**src/rtl/shared_reg_arbiter_if.sv**
```systemverilog
// shared_reg_arbiter_if
//   Bundles the request/lock/data inputs and the grant/register outputs of
//   the shared register arbiter. clk and reset remain plain module ports.
//   req    : per-requester write request (bit i = requester i)
//   lock   : per-requester ownership-hold request
//   wdata  : packed write data, requester i at [i*WIDTH +: WIDTH]
//   gnt    : registered one-hot write acknowledge
//   q      : shared register contents
//   owner  : index of the last granted requester
//   locked : high while a requester holds ownership
//   master : requester side (drives req/lock/wdata)
//   slave  : arbiter side (drives gnt/q/owner/locked)
interface shared_reg_arbiter_if #(
  parameter int WIDTH = 8
);
  logic [3:0]         req;
  logic [3:0]         lock;
  logic [4*WIDTH-1:0] wdata;
  logic [3:0]         gnt;
  logic [WIDTH-1:0]   q;
  logic [1:0]         owner;
  logic               locked;

  modport master (
    output req, lock, wdata,
    input  gnt, q, owner, locked
  );

  modport slave (
    input  req, lock, wdata,
    output gnt, q, owner, locked
  );
endinterface

```
**src/rtl/shared_reg_arbiter.sv**
```systemverilog
// shared_reg_arbiter
//   Four requesters share one WIDTH-bit register. Each clk edge a round-robin
//   arbiter picks one writer; a winner that also raises lock keeps exclusive
//   access until it drops lock.
//   clk   : rising-edge clock
//   reset : asynchronous, active-high reset
//   bus   : shared_reg_arbiter_if.slave (req, lock, wdata in; gnt, q,
//           owner, locked out)
//
//   state | meaning
//   IDLE  | round-robin arbitration among all requesters
//   OWNED | only the owner is served; others are ignored
module shared_reg_arbiter #(
  parameter int WIDTH = 8
) (
  input  logic                   clk,
  input  logic                   reset,
  shared_reg_arbiter_if.slave    bus
);

  typedef enum logic {IDLE, OWNED} state_t;

  state_t           state, state_nxt;
  logic [1:0]       ptr, ptr_nxt;
  logic [1:0]       owner_r, owner_nxt;
  logic [WIDTH-1:0] q_r, q_nxt;
  logic [3:0]       gnt_r, gnt_nxt;
  logic [1:0]       win;
  logic             win_vld;

  // Scan from the highest offset down so the requester closest to ptr
  // is the last assignment and therefore wins.
  always_comb begin
    logic [1:0] idx;
    win     = ptr;
    win_vld = 1'b0;
    idx     = ptr;
    for (int i = 3; i >= 0; i--) begin
      idx = ptr + 2'(i);
      if (bus.req[idx]) begin
        win     = idx;
        win_vld = 1'b1;
      end
    end
  end

  always_comb begin
    state_nxt = state;
    ptr_nxt   = ptr;
    owner_nxt = owner_r;
    q_nxt     = q_r;
    gnt_nxt   = 4'b0000;
    if (state == OWNED && bus.lock[owner_r]) begin
      if (bus.req[owner_r]) begin
        q_nxt            = bus.wdata[owner_r*WIDTH +: WIDTH];
        gnt_nxt[owner_r] = 1'b1;
      end
    end else begin
      // Releasing the lock falls straight into normal arbitration. ptr
      // already equals owner+1 here because OWNED is only entered on a win.
      state_nxt = IDLE;
      if (win_vld) begin
        q_nxt        = bus.wdata[win*WIDTH +: WIDTH];
        gnt_nxt[win] = 1'b1;
        owner_nxt    = win;
        ptr_nxt      = win + 2'd1;
        if (bus.lock[win]) begin
          state_nxt = OWNED;
        end
      end
    end
  end

  always_ff @(posedge clk or posedge reset) begin
    if (reset) begin
      state   <= IDLE;
      ptr     <= 2'd0;
      owner_r <= 2'd0;
      q_r     <= '0;
      gnt_r   <= 4'b0000;
    end else begin
      state   <= state_nxt;
      ptr     <= ptr_nxt;
      owner_r <= owner_nxt;
      q_r     <= q_nxt;
      gnt_r   <= gnt_nxt;
    end
  end

  assign bus.gnt    = gnt_r;
  assign bus.q      = q_r;
  assign bus.owner  = owner_r;
  assign bus.locked = (state == OWNED);

endmodule

```
**src/flat_wrapper.sv**
```systemverilog
// flat-port wrapper written by rule: the top's interface ports become plain ports
module shared_reg_arbiter_flat 
#(
  parameter int WIDTH = 8
)
  (clk, reset, bus_req, bus_lock, bus_wdata, bus_gnt, bus_q, bus_owner, bus_locked);
  shared_reg_arbiter_if #(.WIDTH(WIDTH)) bus_i ();
  input  logic clk;
  input  logic reset;
  input wire logic [$bits(bus_i.req)-1:0] bus_req;
  input wire logic [$bits(bus_i.lock)-1:0] bus_lock;
  input wire logic [$bits(bus_i.wdata)-1:0] bus_wdata;
  output wire logic [$bits(bus_i.gnt)-1:0] bus_gnt;
  output wire logic [$bits(bus_i.q)-1:0] bus_q;
  output wire logic [$bits(bus_i.owner)-1:0] bus_owner;
  output wire logic [$bits(bus_i.locked)-1:0] bus_locked;
  assign bus_i.req = bus_req;
  assign bus_i.lock = bus_lock;
  assign bus_i.wdata = bus_wdata;
  assign bus_gnt = bus_i.gnt;
  assign bus_q = bus_i.q;
  assign bus_owner = bus_i.owner;
  assign bus_locked = bus_i.locked;
  shared_reg_arbiter #(.WIDTH(WIDTH)) u_core (.clk(clk), .reset(reset), .bus(bus_i));
endmodule
```
**config.mk**
```make
export PLATFORM = sky130hd
export DESIGN_NAME = shared_reg_arbiter_flat
export DESIGN_NICKNAME = d
export VERILOG_FILES = /design/src/rtl/shared_reg_arbiter_if.sv /design/src/rtl/shared_reg_arbiter.sv /design/src/flat_wrapper.sv
export SDC_FILE = /design/constraint.sdc
export NUM_CORES = 1
export LEC_CHECK = 0
export ABC_AREA = 1
export ABC_CLOCK_PERIOD_IN_PS = 2500
export BUFFER_PORTS_ARGS = -buffer_cell sky130_fd_sc_hd__buf_4
export CAP_MARGIN = 20
export CORE_MARGIN = 5
export CORE_UTILIZATION = 47
export CTS_BUF_LIST = sky130_fd_sc_hd__clkbuf_16
export DETAILED_ROUTE_END_ITERATION = 12
export PLACE_DENSITY = 0.89
export SLEW_MARGIN = 20
export SYNTH_ARGS = -nofsm -noshare
export SYNTH_HDL_FRONTEND = slang
export SYNTH_SLANG_ARGS = --single-unit
```
**constraint.sdc**
```tcl
create_clock -name clk -period 2.5 [get_ports clk]
set_input_delay 0.25 -clock clk [delete_from_list [all_inputs] [get_ports clk]]
set_output_delay 0.25 -clock clk [all_outputs]
set_load 0.02 [all_outputs]
```
==> metrics.yaml <==
sta:
  normalized_max_slew_margin: 0.568
  fin_skew_ps: 1.58
  post-route-min-period_ps: 2040
  rsz0062_at_grt: "false"
  finalSetupTns_ps: 0
  timing.final.crit_share: 0.816
  final-setup-viol-count: 0
  hold_viol_final: 0
  slew_violations: 0
  tightestPinTransition_ps: 648
  holdWs_ps: 94.5
  setup_ws_ps: 459
  max_freq_mhz: 490
critical_path:
  timing_worst_setup_path_type: "flop to flop"
  slowest_cell_on_the_critical_path: "sky130_fd_sc_hd__dfrtp_1"
  required_ps: 2640
  path_common_cell: "sky130_fd_sc_hd__nand2_1"
  worst_r2r_endpoint: "u_core.bus.q[1]$_DFFE_PP0P_"
  worst_r2r_path_depth: 14
  path_max_fanout: 17
  timing.critical_path.from: "u_core.ptr[0]$_DFFE_PP0P_"
  worstSetupStartpointType: "flop"
  worst_path_largest_cell_delay_ps: 480
  rr_startpoint: "u_core.ptr[0]$_DFFE_PP0P_"
  crit_arrival_ps: 2180
  reg2reg_slack_ps: 460
  cp-end-kind: "flop"
  crit_chain: "inv_4, nand2_1, nand2_1, nand2_1, nand2_1, inv_2, nand2_4, nand4_2, nand3_4, nand2_2, nand2_1, nand3_1, nand3_1, nand2_1"
  crit_path_end: "u_core.bus.q[1]$_DFFE_PP0P_"
finish:
  post_route_cells_drive_above_1_share: 0.340
  postLayoutCoreUtil: 0.673
  fill_cells: 243
  layout.cells.non_filler: 287
  total_number_of_nets_in_the_final_design: 299
  diodes: 0
  flow.area_growth_from_synthesis_pct: 38.8
  most_frequent_standard_cell_in_the_layout_excluding_fill_and_tap_cells: "sky130_fd_sc_hd__nand2_1"
  most-common-layout-cells: "sky130_fd_sc_hd__nand2_1, sky130_fd_sc_hd__nand3_1, sky130_fd_sc_hd__buf_4"
detailed_routing:
  drt_iter0_drcs: 125
  drc_errors: 0
  vias_per_cell: 5.45
  drtAntennaViolNets: 0
  route.detailed.wl_per_inst_um: 13.9
  via_count: 1564
  detailedRoute.firstPassIterationCount: 4
  routed_wl_mm: 4.00
hold_path:
  worst_hold_path_type: "primary input to asynchronous set/reset pin"
power:
  power.share.sequential: 0.167
  power-per-cell-area_nw_per_um2: 1830
  p_sw_frac: 0.556
  share_of_total_power_in_the_clock_network: 0.095
  power.static_leakage_nw: 1.01
  total_switching_power_mw: 1.87
  pwr-share-comb: 0.739
  irDropWorstVdd_v: 0.00130
  internal_portion_of_total_power_mw: 1.49
grt:
  grt_pass1_vias: 1404
  antenna_found_initial: 0
  maximum_number_of_pins_on_one_net_before_global_route_repair: 18
  wire_length_of_the_first_global_routing_pass_mm: 6.35
  grt-ovfl-total: 0
  grt.total_usage: 0.198
place:
  port_buffers: 56
  dpl_worst_slack_ps: 478
  place.detailed.hpwl_mm: 3.13
  gp_routability_congestion: 0.931
  dp.cells: 283
logic_synthesis:
  synth_fp_nets: 241
  synth.yosys.warnings: 0
  synth.cell_area_um2: 1330
  ys_ff_latch: 17
  synth_seq_area_share: 0.321
  count_of_mapped_cells_out_of_synthesis: 199
  synthesis.area_per_instance_um2: 6.66
  post_synth_num_cell_types: 27
floorplanning:
  fp.coreArea_um2: 2730
  core.rowCount: 19
  design.die.area_um2: 3980
  die_height_um: 63.1
  die_width_um: 63.1
  initial_core_util: 0.485
  design.portCount: 57
clock_network:
  cts.htree.levels: 1
  clk-insertion-delay-late_ps: 250
  holdBufCountCts: 0
  cts.root.buffer_cell: "sky130_fd_sc_hd__clkbuf_16"
  clock_net_sink_count: 17
  clkSlewWorstSetupHoldPaths_ps: 50
  post_cts_resize_count: 0
  cts_made_buffers: 3
  tritoncts: "yes"
  postCtsSetupBuffers: 0
  clk_path_buf_depth: 2
status:
  run_status: "completed"
job:
  max_cap_viol_count: 0
[worst min-delay path by stage]
stage,from,to
finish,reset,u_core.bus.q[7]$_DFFE_PP0P_
CTS,reset,u_core.bus.gnt[2]$_DFF_PP0_
global placement,reset,u_core.bus.q[6]$_DFFE_PP0P_
global route,reset,u_core.bus.gnt[2]$_DFF_PP0_
floorplan,reset,u_core.bus.gnt[0]$_DFF_PP0_
detailed placement,reset,u_core.bus.gnt[2]$_DFF_PP0_
[final cells by class]
cell class	count	area (µm²)	area share
multi-input cells	159	798	0.434
repair buffers	56	420	0.229
inverters	20	77.6	0.0422
well taps	31	38.8	0.0211
clock inverters	1	3.75	0.00204
flip-flops and latches	17	425	0.231
clock buffers	3	75.1	0.0408
[state kept, by name, indices dropped and copies added, names as in the netlist]
| name | count |
|---|---|
| u_core.bus.q | 8 |
| u_core.bus.locked | 1 |
| u_core.ptr | 2 |
| u_core.bus.owner | 2 |
| u_core.bus.gnt | 4 |
[kinds of logic after synthesis]
kind of cell / Yosys count / share of synthesized area
simple gates: 141 / 0.510
flops: 17 / 0.321
buf+inv: 23 / 0.0765
compound gates: 18 / 0.0925
[critical path, delay by kind of cell, from the launching register on]
kind / cells / cell delay [ps]
buf+inv: 2 / 190
flops: 1 / 480
simple gates: 12 / 1250
[power groups by stage]
| stage | Combinational [mW] | Clock, mW | Sequential [mW] |
|---|---|---|---|
| 5_1_grt | 2.75 | 0.338 | 0.577 |
| 3_3_place_gp | 2.44 | 0 | 0.562 |
| 6_report | 2.48 | 0.318 | 0.562 |
| 4_1_cts | 2.48 | 0.326 | 0.559 |
| 3_5_place_dp | 2.47 | 0 | 0.563 |
| 2_1_floorplan | 1.77 | 0 | 0.660 |
[cells in the mapped netlist, drive strengths merged]
master / n / area (µm²)
o211ai: 1 / 7.51
nand3: 60 / 318
nor2: 5 / 40.0
dfrtp: 17 / 425
nor3: 1 / 5.00
nand2: 74 / 300
inv: 20 / 77.6
o21ai: 11 / 66.3
nand4: 1 / 12.5
buf: 3 / 23.8
a21oi: 4 / 35.0
o22ai: 1 / 6.26
o31ai: 1 / 7.51
[stage by stage]
stage | power [mW] | area [µm²]
after floorplan | 2.43 | 1330
after global placement | 3.00 | 1760
after detailed placement | 3.03 | 1760
after CTS | 3.36 | 1840
after global routing | 3.66 | 1840
final | 3.36 | 1840
[per-layer routing]
metal	vias up	global-route usage	wire, µm
li1	780	-	-
met1	694	0.266	1660
met2	82	0.296	1890
met3	8	0.0604	397
met4	0	0.0743	56
met5	-	0	0
No activity file was read; power rests on OpenSTA's default activity.
